`config.mk`:
```
export PLATFORM = sky130hd
export DESIGN_NAME = des_round_key_gen
export DESIGN_NICKNAME = d
export VERILOG_FILES = /design/src/rtl/des_round_key_gen.sv
export SDC_FILE = /design/constraint.sdc
export NUM_CORES = 1
export LEC_CHECK = 0
export CORE_UTILIZATION = 46
export DETAILED_ROUTE_END_ITERATION = 6
export GPL_ROUTABILITY_DRIVEN = 1
export PLACE_DENSITY = 0.83
export SYNTH_ARGS = -nofsm -noshare
export SYNTH_HDL_FRONTEND = slang
export SYNTH_SLANG_ARGS = --single-unit
```
`constraint.sdc`:
```
create_clock -name clk -period 2.8 [get_ports clk]
set_input_delay 0.28 -clock clk [delete_from_list [all_inputs] [get_ports clk]]
set_output_delay 0.28 -clock clk [all_outputs]
set_load 0.05 [all_outputs]
```
`src/rtl/des_round_key_gen.sv`:
```
// Sequential DES/3DES key schedule: PC-1 on the selected key, then one PC-2
// round key per accepted beat (K1..K16 for encrypt, K16..K1 for decrypt).
module des_round_key_gen #(
    parameter int unsigned NUM_KEYS    = 3,
    parameter logic [15:0] SHIFT_SCHED = 16'h8103
) (
    input  logic                     clk,
    input  logic                     rst_n,
    input  logic                     start,
    input  logic                     mode,
    input  logic [1:0]               key_sel,
    input  logic [64*NUM_KEYS-1:0]   key_in,
    output logic [47:0]              rk,
    output logic [3:0]               rk_round,
    output logic                     rk_valid,
    input  logic                     rk_ready,
    output logic                     rk_last,
    output logic                     busy,
    output logic                     done,
    output logic                     sel_err
);

    localparam int unsigned KEY_W   = 64;
    localparam int unsigned HALF_W  = 28;
    localparam int unsigned CD_W    = 56;
    localparam int unsigned RK_W    = 48;
    localparam int unsigned KEYIN_W = KEY_W * NUM_KEYS;

    // DES tables, 1-based bit positions with bit 1 = MSB
    localparam int unsigned PC1_TAB [CD_W] = '{
        57, 49, 41, 33, 25, 17,  9,  1, 58, 50, 42, 34, 26, 18,
        10,  2, 59, 51, 43, 35, 27, 19, 11,  3, 60, 52, 44, 36,
        63, 55, 47, 39, 31, 23, 15,  7, 62, 54, 46, 38, 30, 22,
        14,  6, 61, 53, 45, 37, 29, 21, 13,  5, 28, 20, 12,  4
    };
    localparam int unsigned PC2_TAB [RK_W] = '{
        14, 17, 11, 24,  1,  5,  3, 28, 15,  6, 21, 10,
        23, 19, 12,  4, 26,  8, 16,  7, 27, 20, 13,  2,
        41, 52, 31, 37, 47, 55, 30, 40, 51, 45, 33, 48,
        44, 49, 39, 56, 34, 53, 46, 42, 50, 36, 29, 32
    };

    if ($countones(SHIFT_SCHED) != 4) begin : g_sched_chk
        $error("des_round_key_gen: SHIFT_SCHED must have exactly 4 bits set");
    end
    if (NUM_KEYS < 1 || NUM_KEYS > 4) begin : g_num_chk
        $error("des_round_key_gen: NUM_KEYS must be 1..4");
    end

    typedef enum logic {
        S_IDLE,
        S_GEN
    } state_t;

    function automatic logic [CD_W-1:0] pc1(input logic [KEY_W-1:0] k);
        logic [CD_W-1:0] o;
        o = '0;
        for (int i = 0; i < int'(CD_W); i++) begin
            o[6'(CD_W - 1 - i)] = k[6'(KEY_W - PC1_TAB[i])];
        end
        return o;
    endfunction

    function automatic logic [RK_W-1:0] pc2(input logic [CD_W-1:0] cd);
        logic [RK_W-1:0] o;
        o = '0;
        for (int i = 0; i < int'(RK_W); i++) begin
            o[6'(RK_W - 1 - i)] = cd[6'(CD_W - PC2_TAB[i])];
        end
        return o;
    endfunction

    function automatic logic [HALF_W-1:0] rotl(input logic [HALF_W-1:0] x, input logic one);
        return one ? {x[HALF_W-2:0], x[HALF_W-1]} : {x[HALF_W-3:0], x[HALF_W-1:HALF_W-2]};
    endfunction

    function automatic logic [HALF_W-1:0] rotr(input logic [HALF_W-1:0] x, input logic one);
        return one ? {x[0], x[HALF_W-1:1]} : {x[1:0], x[HALF_W-1:2]};
    endfunction

    state_t             state_q, state_d;
    logic               mode_q, mode_d;
    logic [HALF_W-1:0]  c_q, c_d, d_q, d_d;
    logic [3:0]         beat_q, beat_d;
    logic               done_q, done_d;
    logic               sel_err_q, sel_err_d;

    logic [KEY_W-1:0]   key_arr [4];
    logic [KEY_W-1:0]   sel_key;
    logic [CD_W-1:0]    cd0;
    logic               sel_valid;

    // Key k sits MSB-first at slot k counted from the top of key_in
    for (genvar g = 0; g < 4; g++) begin : g_key
        if (g < NUM_KEYS) begin : g_used
            assign key_arr[g] = key_in[KEYIN_W-1-g*KEY_W -: KEY_W];
        end else begin : g_pad
            assign key_arr[g] = '0;
        end
    end

    assign sel_key   = key_arr[key_sel];
    assign sel_valid = 32'(key_sel) < NUM_KEYS;
    assign cd0       = pc1(sel_key);

    always_ff @(posedge clk or negedge rst_n) begin
        if (!rst_n) begin
            state_q   <= S_IDLE;
            mode_q    <= 1'b0;
            c_q       <= '0;
            d_q       <= '0;
            beat_q    <= '0;
            done_q    <= 1'b0;
            sel_err_q <= 1'b0;
        end else begin
            state_q   <= state_d;
            mode_q    <= mode_d;
            c_q       <= c_d;
            d_q       <= d_d;
            beat_q    <= beat_d;
            done_q    <= done_d;
            sel_err_q <= sel_err_d;
        end
    end

    // Decrypt starts from the unrotated halves (total rotation 28 = K16)
    always_comb begin
        state_d   = state_q;
        mode_d    = mode_q;
        c_d       = c_q;
        d_d       = d_q;
        beat_d    = beat_q;
        done_d    = 1'b0;
        sel_err_d = 1'b0;
        case (state_q)
            S_IDLE: begin
                if (start) begin
                    if (sel_valid) begin
                        state_d = S_GEN;
                        mode_d  = mode;
                        beat_d  = '0;
                        if (mode) begin
                            c_d = cd0[CD_W-1:HALF_W];
                            d_d = cd0[HALF_W-1:0];
                        end else begin
                            c_d = rotl(cd0[CD_W-1:HALF_W], SHIFT_SCHED[0]);
                            d_d = rotl(cd0[HALF_W-1:0], SHIFT_SCHED[0]);
                        end
                    end else begin
                        sel_err_d = 1'b1;
                    end
                end
            end
            S_GEN: begin
                if (rk_ready) begin
                    if (beat_q == 4'd15) begin
                        state_d = S_IDLE;
                        done_d  = 1'b1;
                    end else begin
                        beat_d = beat_q + 4'd1;
                        if (mode_q) begin
                            c_d = rotr(c_q, SHIFT_SCHED[4'd15 - beat_q]);
                            d_d = rotr(d_q, SHIFT_SCHED[4'd15 - beat_q]);
                        end else begin
                            c_d = rotl(c_q, SHIFT_SCHED[beat_q + 4'd1]);
                            d_d = rotl(d_q, SHIFT_SCHED[beat_q + 4'd1]);
                        end
                    end
                end
            end
            default: state_d = S_IDLE;
        endcase
    end

    assign rk       = pc2({c_q, d_q});
    assign rk_valid = (state_q == S_GEN);
    assign busy     = (state_q == S_GEN);
    assign rk_round = mode_q ? (4'd15 - beat_q) : beat_q;
    assign rk_last  = rk_valid && (beat_q == 4'd15);
    assign done     = done_q;
    assign sel_err  = sel_err_q;

endmodule

```
After elaboration in Yosys (flattened, before gate mapping)
Memory sizes are Yosys's and may differ from the RTL's.
Cells that the tools add are included.
{"block": "totals", "reg_bits": 64, "mem_bits_ro": 32, "output_inout_bits": 57, "memories": 2}
{"block": "classes", "addsub": 2, "n_lt_le_gt_ge": 4, "eq_ne": 5, "muxes": 40, "bitwise_logic": 2, "n_reduce_logical": 3}
{"memory": "(name not given)", "depth": 16, "word_bits": 1, "rd": 1, "rd_ports_with_merged_regs": 0, "wr": 0, "line_no": "166", "source": "d_d = rotl(d_q, SHIFT_SCHED[beat_q + 4'd1]);"}
{"memory": "(name not given)", "depth": 16, "word_bits": 1, "rd": 1, "rd_ports_with_merged_regs": 0, "wr": 0, "line_no": "163", "source": "d_d = rotr(d_q, SHIFT_SCHED[4'd15 - beat_q]);"}
{"op": "2-to-1 mux 28 bit", "count": 16}
{"op": "binary-select mux 64 bit (select 2 bit)", "count": 1}
{"op": "2-to-1 mux 64 bit", "count": 2}
{"op": "case mux 28 bit (2 select lines)", "count": 2}
{"op": "2-to-1 mux 4 bit", "count": 5}
{"op": "2-to-1 mux 1 bit", "count": 12}
{"op": "less-than comparator 4 x 5 -> 1 bit, second input constant", "count": 2}
{"op": "inequality test 2 bit, second input constant", "count": 4}
{"op": "case mux 4 bit (2 select lines)", "count": 1}
{"op": "adder 4 x 1 -> 4 bit, second input constant", "count": 1}
{"op": "== test 4 bit, second input constant", "count": 1}
{"op": "AND reduction 4 bit", "count": 1}
{"op": "subtractor 4 bit, first input constant", "count": 1}
{"op": "greater-or-equal comparator 3 bit, second input constant", "count": 1}
{"op": "NOT 2 -> 3 bit", "count": 1}
{"op": "AND reduction 3 bit", "count": 1}
{"op": "less-than comparator 2 bit, second input constant", "count": 1}
{"op": "case mux 1 bit (2 select lines)", "count": 1}
{"op": "logical AND 1 bit", "count": 1}
{"op": "NOT 1 bit", "count": 1}

Logic depth before layout (Yosys ltp)
{"block": "logic_depth", "ltp_word": 8, "ltp_mapped": 8, "mapped_depth_nobuf": 6}

Least setup slack after synthesis
No wires, ideal clock.
{"block": "synth_path", "path_kind": "flip-flop to flip-flop", "startpoint": "register state_q (netlist: busy)", "endpoint": "register beat_q[0]", "arrival_ns": 2.163, "t_required_ns": 2.675, "setup_slack_ns": 0.513, "path_stages_with_launch": 7, "synth_period_minus_slack_ns": 2.287, "path_cell_list": "dfrtp_1 clkbuf_1 and4_1 a21oi_2 and2_1 buf_2 mux2_2"}
{"block": "synth_between", "elab_chain_len": 3, "word_cells_on_any_way": 7, "classes_between": "eq/ne: 4; mux: 1; bitwise: 1; reduce/logical: 1"}
{"element": "start, declared", "line_no": "81", "source": "state_t state_q, state_d;"}
{"element": "start signal, assigned", "line_no": "116", "source": "state_q <= state_d;"}
{"element": "NOT 1 bit (no source line)"}
{"element": "inequality test 2 bit (no source line)"}
{"element": "AND reduction 4 bit (no source line)"}
{"element": "end signal, assigned", "line_no": "120", "source": "beat_q <= beat_d;"}
{"element": "end, declared", "line_no": "84", "source": "logic [3:0] beat_q, beat_d;"}
Parallel ways exist; a longest one is shown, timed or not.
A chain may end at the register's enable or synchronous reset.

Worst setup path in the final report
{"block": "layout_path", "startpoint": "register beat_q[1]", "endpoint": "output port rk_last"}
{"block": "layout_between", "elab_chain_len": 2}
{"element": "== test 4 bit", "line_no": "179", "source": "assign rk_last = rk_valid && (beat_q == 4'd15);"}
{"element": "logical AND 1 bit", "line_no": "179"}
{"element": "end, declared", "line_no": "17", "source": "output logic rk_last,"}
No other way between the ends.

==> impl_metrics.json <==
{
  "max_slew_margin_pct": 52.80,
  "n_fill_cell": 1245,
  "synth_warnings": 0,
  "fin_cells": 1114,
  "crit_arrival_ps": 2310,
  "finalNetCount": 1126,
  "holdCritPathClass": "in -> reg",
  "synth.avg_cell_area_um2": 8.676,
  "crit_fanout": 7,
  "yosysMostFrequentCell": "a31oi_1",
  "fp.dieH_um": 124.8,
  "switching_power_mw": 5.334,
  "dieWidth_um": 124.8,
  "seqPwrFrac_pct": 19.8,
  "regArea_um2": 1605,
  "async_reset_ff_share_pct": 100.0,
  "finalHoldViolations": 0,
  "r2r_setup_slack_ps": 460,
  "netlist_top_cells_area": "dfrtp_1, mux2_2, a31oi_1",
  "fin_crit_sh_pct": 92.43,
  "cts.sinks": 64,
  "multi_input_area_um2": 4594,
  "ctsResizeCount": 0,
  "maxSlewViolCount": 0,
  "drt-total-wl_mm": 20.26,
  "cp_data_required_time_ps": 2520,
  "core_area_um2": 14640,
  "ys_top_cells_by_count": "a31oi_1, mux2_2, dfrtp_1",
  "internal_power_mw": 5.334,
  "grt_remaining_overflow": 0,
  "numCtsBuffers": 9,
  "vdd_drop_max_v": 0.0006883,
  "insertion_delay_ps": 340,
  "min_period_ps": 2588,
  "violations": "design-rule violations",
  "synth_top_area_share_pct": 23.08,
  "max_freq_ghz": 0.3864,
  "power_frac_clock_pct": 10.2,
  "die-area_um2": 15580,
  "finalSetupViolations": 0,
  "finalPower_mw": 10.67,
  "synth-main-ff-cell": "dfrtp_1",
  "netlist_area_um2": 6940,
  "grt_pass1_vias": 6711,
  "start_util_pct": 47.39,
  "firstDrtPassIters": 7,
  "clk_path_buf_depth": 2,
  "p_leak_nw": 3.670,
  "fp-row-count": 44,
  "syn_nets": 1001,
  "hpwl_mm": 13.56,
  "power_frac_comb_pct": 70.0,
  "grt_max_degree": 170,
  "avgRoutedWirePerCell_um": 18.19,
  "yosysUniqueCellTypes": 36,
  "dr_total_vias": 6683,
  "avgViaCountPerCell": 5.999,
  "root_buffer": "clkbuf_16",
  "status": "complete, but fails checks",
  "antenna_found_initial": 0,
  "power_density_nw_per_um2": 1155,
  "layout-drive-gt1-share_pct": 16.34,
  "synth_edf_count": 0,
  "grt_pass1_wl_mm": 33.37,
  "port-buffer-count": 231,
  "grt_usage_pct": 26.18,
  "gp_congestion": 0.8183,
  "cts_tree": "built",
  "synth_seq_cells": 64,
  "cap_violations": 0,
  "hold_ws_ps": 365.5,
  "fin_setup_tns_ps": 0,
  "ant_nets": 0,
  "drc": 30,
  "worst_pin_slew_ps": 708.0,
  "synthCells": 800,
  "boundaryPins": 256,
  "worst_setup_path_start_kind": "register",
  "dp.cells": 1097,
  "ys_seq_area_share_pct": 23.08,
  "skew_ps": 6.716,
  "switching_share_pct": 50.00,
  "endpoint_kind": "primary output",
  "antennaDiodeCount": 0,
  "synth_largest_area_cell": "dfrtp_1",
  "path_class": "reg -> out",
  "htreeDepth": 3,
  "area.growth.synth_to_final_pct": 33.10,
  "drt_iter0_drc": 464,
  "rsz0062_at_grt": "no",
  "clk_pin_slew_ps": 60
}
==> metal layers <==
layer	vias up	global-route usage (%)	part of all wire, %
li1	3197	-	-
met1	3193	30.12	40
met2	254	47.82	51
met3	39	4.682	6.5
met4	0	10.33	2.1
met5	-	0	0
==> power groups by stage <==
stage	clock network, mW	logic (mW)	registers, mW
3_3_place_gp	0	7.29	2.09
2_1_floorplan	0	6.23	1.86
3_5_place_dp	0	7.41	2.10
4_1_cts	1.10	7.45	2.10
6_report	1.09	7.47	2.11
5_1_grt	1.14	8.00	2.19
==> registers in the layout (all words and copies together), names as in the netlist <==
register / count
done: 1
mode_q: 1
c_q: 28
sel_err: 1
d_q: 28
busy: 1
beat_q: 4
==> kinds of logic after synthesis <==
family                     Yosys count  share of synthesized area [%]
AOI/OAI and AO/OA                  235                          23.24
buffers and inverters              135                          11.20
DFF                                 64                          23.08
xor gates and xnor gates             5                         0.6309
adders and majority gates            2                         0.3605
and+or+nand+nor                    188                          12.66
muxes                              171                          28.84
==> critical path, stage by stage, from the launching register on <==
cell and delay (ps):
dfrtp_1 450, ha_1 330, and4_1 340, clkdlybuf4s50_1 840
==> timing repair <==
action,in CTS,in global routing
hold buffers,1,0
setup buffers,0,0
endpoints found under the hold margin,8,0
==> final timing paths <==
kind / start / endpoint / cells past startpoint
max in group asynchronous: rst_n / d_q[24] / 3
hold / removal: key_sel[0] / sel_err / 3
setup reg to reg: beat_q[1] / d_q[16] / 7
min in group asynchronous: rst_n / sel_err / 2
hold reg to reg: d_q[18] / d_q[18] / 2
setup / recovery: beat_q[1] / rk_last / 3
==> per-stage QoR <==
stage          setup slack [ps]  utilization, %  cell area [µm²]
4_1_cts                   215.4           63.08             9238
3_3_place_gp              567.3           61.06             8941
3_5_place_dp              507.0           61.06             8941
5_1_grt                   86.00           63.08             9238
2_1_floorplan             512.6               -             6940
6_report                  212.0           63.08             9238
==> cells in the final DEF (no fill, tap or decap), types with 4 or more instances in the layout <==
cell / n
clkdlybuf4s50_1: 227
a31oi_1: 112
buf_4: 7
clkbuf_16: 9
dfrtp_1: 63
xor2_1: 4
mux2_4: 39
mux2_2: 75
o22ai_1: 57
mux2i_1: 56
buf_12: 8
nand2b_1: 57
o2bb2ai_1: 55
nand2_1: 63
nor2_1: 57
==> layout make-up <==
| class | instances | area share (%) |
|---|---|---|
| multi-input cells | 601 | 49.74 |
| clock inverters | 2 | 0.1354 |
| well taps | 184 | 2.492 |
| repair buffers | 246 | 27.17 |
| inverters | 3 | 0.1219 |
| clock buffers | 14 | 2.966 |
| flip-flops and latches | 64 | 17.38 |
(Power assumes the default switching activity.)
